File: config.mk
export PLATFORM = sky130hd
export DESIGN_NAME = serial_minuend_recovery
export DESIGN_NICKNAME = d
export VERILOG_FILES = /design/src/rtl/serial_minuend_recovery.sv
export SDC_FILE = /design/constraint.sdc
export NUM_CORES = 1
export LEC_CHECK = 0
export BUFFER_PORTS_ARGS = -buffer_cell sky130_fd_sc_hd__buf_2
export CAP_MARGIN = 30
export CORE_ASPECT_RATIO = 0.9
export CORE_UTILIZATION = 54
export DETAILED_ROUTE_END_ITERATION = 8
export GPL_ROUTABILITY_DRIVEN = 0
export PLACE_DENSITY_LB_ADDON = 0.15
export REMOVE_ABC_BUFFERS = 1
export SYNTH_ARGS = -nofsm -noshare
export SYNTH_HDL_FRONTEND = slang
export SYNTH_SLANG_ARGS = --single-unit
File: constraint.sdc
create_clock -name Clk -period 1.9 [get_ports Clk]
set_clock_uncertainty 0.2 [all_clocks]
set_input_delay 0.57 -clock Clk [delete_from_list [all_inputs] [get_ports Clk]]
set_output_delay 0.57 -clock Clk [all_outputs]
set_load 0.1 [all_outputs]
File: src/rtl/serial_minuend_recovery.sv
// Bit-serial minuend recovery: rebuilds A = D + B from LSB-first difference and subtrahend bits.
// Optional borrow-in seed (Bin_in port) is enabled by defining SERIAL_MINUEND_BORROW_IN_EN.
module serial_minuend_recovery #(
  parameter int WIDTH = 8
) (
  input  logic             Clk,
  input  logic             Rst,
  input  logic             Start,
  input  logic             Bit_valid,
  input  logic             D_in,
  input  logic             B_in,
`ifdef SERIAL_MINUEND_BORROW_IN_EN
  input  logic             Bin_in,
`endif
  output logic             Busy,
  output logic             Done,
  output logic [WIDTH-1:0] A_out,
  output logic             Cout
);

  localparam int CW = (WIDTH > 1) ? $clog2(WIDTH) : 1;

  typedef enum logic [1:0] {IDLE, SHIFT, DONE} state_t;

  state_t           state, state_next;
  logic [CW-1:0]    cnt;
  logic             carry;
  logic [WIDTH-1:0] shreg;
  logic             seed;
  logic             sum;
  logic             carry_next;
  logic             last_bit;
  logic [WIDTH-1:0] shreg_next;

`ifdef SERIAL_MINUEND_BORROW_IN_EN
  assign seed = Bin_in;
`else
  assign seed = 1'b0;
`endif

  // Full-adder step: the adder's carry chain mirrors the original subtractor's borrow chain.
  assign sum        = D_in ^ B_in ^ carry;
  assign carry_next = (D_in & B_in) | (carry & (D_in ^ B_in));
  assign shreg_next = {sum, shreg[WIDTH-1:1]};
  assign last_bit   = Bit_valid && (cnt == CW'(WIDTH - 1));

  assign Busy = (state == SHIFT);
  assign Done = (state == DONE);

  // NOTE: sequential state uses non-blocking assignments so every flop samples pre-edge values.
  always_ff @(posedge Clk or posedge Rst) begin
    if (Rst) state <= IDLE;
    else     state <= state_next;
  end

  // NOTE: next state defaults to the current state first, so no path leaves it unassigned (no latch).
  always_comb begin
    state_next = state;
    case (state)
      IDLE:    if (Start) state_next = SHIFT;
      SHIFT:   if (last_bit) state_next = DONE;
      DONE:    state_next = IDLE;
      default: state_next = IDLE;
    endcase
  end

  always_ff @(posedge Clk or posedge Rst) begin
    if (Rst) begin
      cnt   <= '0;
      carry <= 1'b0;
      shreg <= '0;
      A_out <= '0;
      Cout  <= 1'b0;
    end else begin
      case (state)
        IDLE: begin
          if (Start) begin
            cnt   <= '0;
            carry <= seed;
            shreg <= '0;
          end
        end
        SHIFT: begin
          if (Bit_valid) begin
            shreg <= shreg_next;
            carry <= carry_next;
            cnt   <= cnt + CW'(1);
            // Results publish on the same edge that consumes the final bit.
            if (last_bit) begin
              A_out <= shreg_next;
              Cout  <= carry_next;
            end
          end
        end
        default: ;
      endcase
    end
  end

endmodule

==> results.py <==
metrics = {
    "place": {
        "post_dp_cell_area_um2": 1200,
        "dp_hpwl_mm": 1.34,
        "io_buffers": 16,
    },
    "critical_path": {
        "cp-start-kind": "flop",
        "setup.worst_path.start": "state[1]$_DFFE_PP0P_",
        "worstSetupPathType": "flop to primary output",
        "cp-end-kind": "primary output",
        "reg2reg_slack_ns": 0.16,
        "cp.arrival_ns": 1.10,
        "timing.rr.end": "A_out[0]$_DFFE_PP0P_",
        "required_ns": 1.13,
        "crit_end": "Done",
        "worst-path-max-fanout": 3,
        "worst-r2r-cell-count": 4,
        "rr_startpoint": "cnt[0]$_DFFE_PP0P_",
    },
    "synthesis": {
        "synth_top_area_share_pct": 52.4,
        "synth_area_leaders": "dfrtp_1, o221ai_1, mux2_2",
        "yosysWarnings": 0,
        "synthCells": 90,
        "synth_seq_area_share_pct": 52.4,
        "synth_cell_type_count": 18,
        "syn_avg_cell_area_um2": 11.7,
        "synth_seq_cells": 22,
        "netlist_area_um2": 1050,
        "synth_area_leader_cell": "dfrtp_1",
    },
    "min_path": {
        "hp-class": "input port to async pin",
    },
    "sta": {
        "rsz0062_at_grt": "yes",
        "report.final.slew_viol_count": 0,
        "finalSetupViolations": 0,
        "fin_crit_sh_pct": 98.5,
        "max-slew-margin-rel_pct": 68.0,
        "max_freq_mhz": 535,
        "finalHoldViolations": 0,
        "tightestPinTransition_ns": 0.484,
        "layout_min_cycle_time_ns": 1.87,
    },
    "route": {
        "ant_nets": 0,
        "drt-total-wl_mm": 1.97,
        "wire_per_inst_um": 14.7,
        "drt_iter0_drc": 20,
        "drtPass1Iterations": 4,
        "vias": 732,
        "drc": 0,
        "viasPerCell": 5.46,
    },
    "die": {
        "chipHeight_um": 43.8,
        "pin_count": 17,
        "die-width_um": 48.5,
        "core_area_um2": 1750,
        "fp-row-count": 14,
        "initial_core_util_pct": 59.9,
        "die_area_um2": 2120,
    },
    "cts": {
        "cts-htree-levels": 1,
        "cts-root-buf": "clkbuf_4",
        "clk_latency_ns": 0.31,
        "cts.sinks": 22,
        "clockBufferDepth": 2,
        "cts_inserted_buffers": 3,
        "cts_hold_buf": 0,
        "cts.clk_slew.worst_paths_ns": 0.12,
        "tritoncts": "done",
    },
    "run": {
        "max-cap-violations": 0,
    },
    "global_routing": {
        "busiest_layer": "met2",
        "met2_usage_pct": 38.9,
        "grt_start_max_net_pins": 23,
        "grt_pass1_wl_mm": 3.45,
        "overflow": 0,
        "use_met3_pct": 3.16,
        "gr-usage-met1_pct": 27.6,
        "antenna_found_initial": 0,
        "grt_pass1_vias": 735,
        "grt_usage_pct": 22.6,
    },
    "final_layout": {
        "syn_to_final_growth_pct": 20.6,
        "insertedDiodeCount": 0,
        "drive_gt1_share_pct": 33.6,
        "finalNetCount": 120,
        "nFillCells": 127,
        "ff_latch_area_um2": 551,
        "multi_input_area_um2": 430,
        "final_util_pct": 72.3,
        "fin_area_um2": 1270,
    },
    "outcome": {
        "status": "finished, final reports clean",
    },
}
-- layout by cell type, fill, tap and decap left out, drive strengths merged --
cell and n:
nand3b 8, nand4b 4, nand2 7, dfrtp 22, buf 16, fa 1, nor2b 2, nand2b 2
mux2 9, o221ai 11, clkbuf 10, inv 13, o21ba 1, and2 1, nand3 1, ha 2
-- area by class of cell --
type	count	area share [%]
well taps	24	2.37
flip-flops and latches	22	43.5
multi-input cells	49	34.0
inverters	13	3.85
repair buffers	22	13.4
clock buffers	4	2.87
-- routing by layer --
layer / up-vias / part of all wire, % / wire (um)
met3: 4 / 2.4 / 48
met4: 0 / 2.3 / 45
met1: 356 / 47 / 929
li1: 359 / - / -
met2: 13 / 48 / 944
met5: - / 0 / 0
-- cells in the mapped netlist, drive strengths merged --
cell type and n:
nand3 1, mux2 9, dfrtp 22, o221ai 11
fa 1, and2 1, nand4b 4, nand2b 2
inv 13, nand3b 8, nor2b 2, clkbuf 4
buf 2, nand2 7, o21ba 1, ha 2
-- metrics by stage --
step	setup slack, ns	hold slack, ns	TNS [ns]	cells
floorplan	-0.979	0.281	-1.84	84
global placement	0.159	0.268	0	129
detailed placement	0.133	0.283	0	129
CTS	-0.00156	0.0761	-0.00156	133
global route	-0.0303	0.0895	-0.0448	134
finish	0.0294	0.0626	0	134
-- worst max-delay path: stages, from the launching register on --
cell and delay [ns]:
dfrtp_1 0.40, nor2b_2 0.20, buf_12 0.19
-- flip-flops by register name (all words and copies together) (netlist names) --
signal  cells
shreg       7
A_out       8
cnt         3
Cout        1
carry       1
state       2
-- logic make-up (layout without fill, tap and decap cells) --
kind of cell,after synthesis,count (layout),share of synthesized area [%]
compound gates,12,12,10.1
fa+ha+maj,3,3,4.29
buf+inv,19,39,7.03
flops,22,22,52.4
mux,9,9,9.65
simple gates,25,25,16.4
-- worst min-delay path by stage --
stage	from	to	slack, ns	cells past startpoint
global route	Rst	shreg[1]$_DFFE_PP0P_	0.09	3
detailed placement	A_out[1]$_DFFE_PP0P_	A_out[1]$_DFFE_PP0P_	0.28	1
CTS	Rst	A_out[2]$_DFFE_PP0P_	0.08	3
floorplan	shreg[1]$_DFFE_PP0P_	A_out[0]$_DFFE_PP0P_	0.28	1
global placement	A_out[1]$_DFFE_PP0P_	A_out[1]$_DFFE_PP0P_	0.27	1
finish	Rst	A_out[2]$_DFFE_PP0P_	0.06	3
-- timing repair --
action	4_1_cts	5_1_grt
buffers inserted	0	1
setup endpoints to repair	2	8
resized for setup	2	6
Power is not shown: default switching activity piles up to over one toggle a cycle in this logic, so the estimate is an artifact.
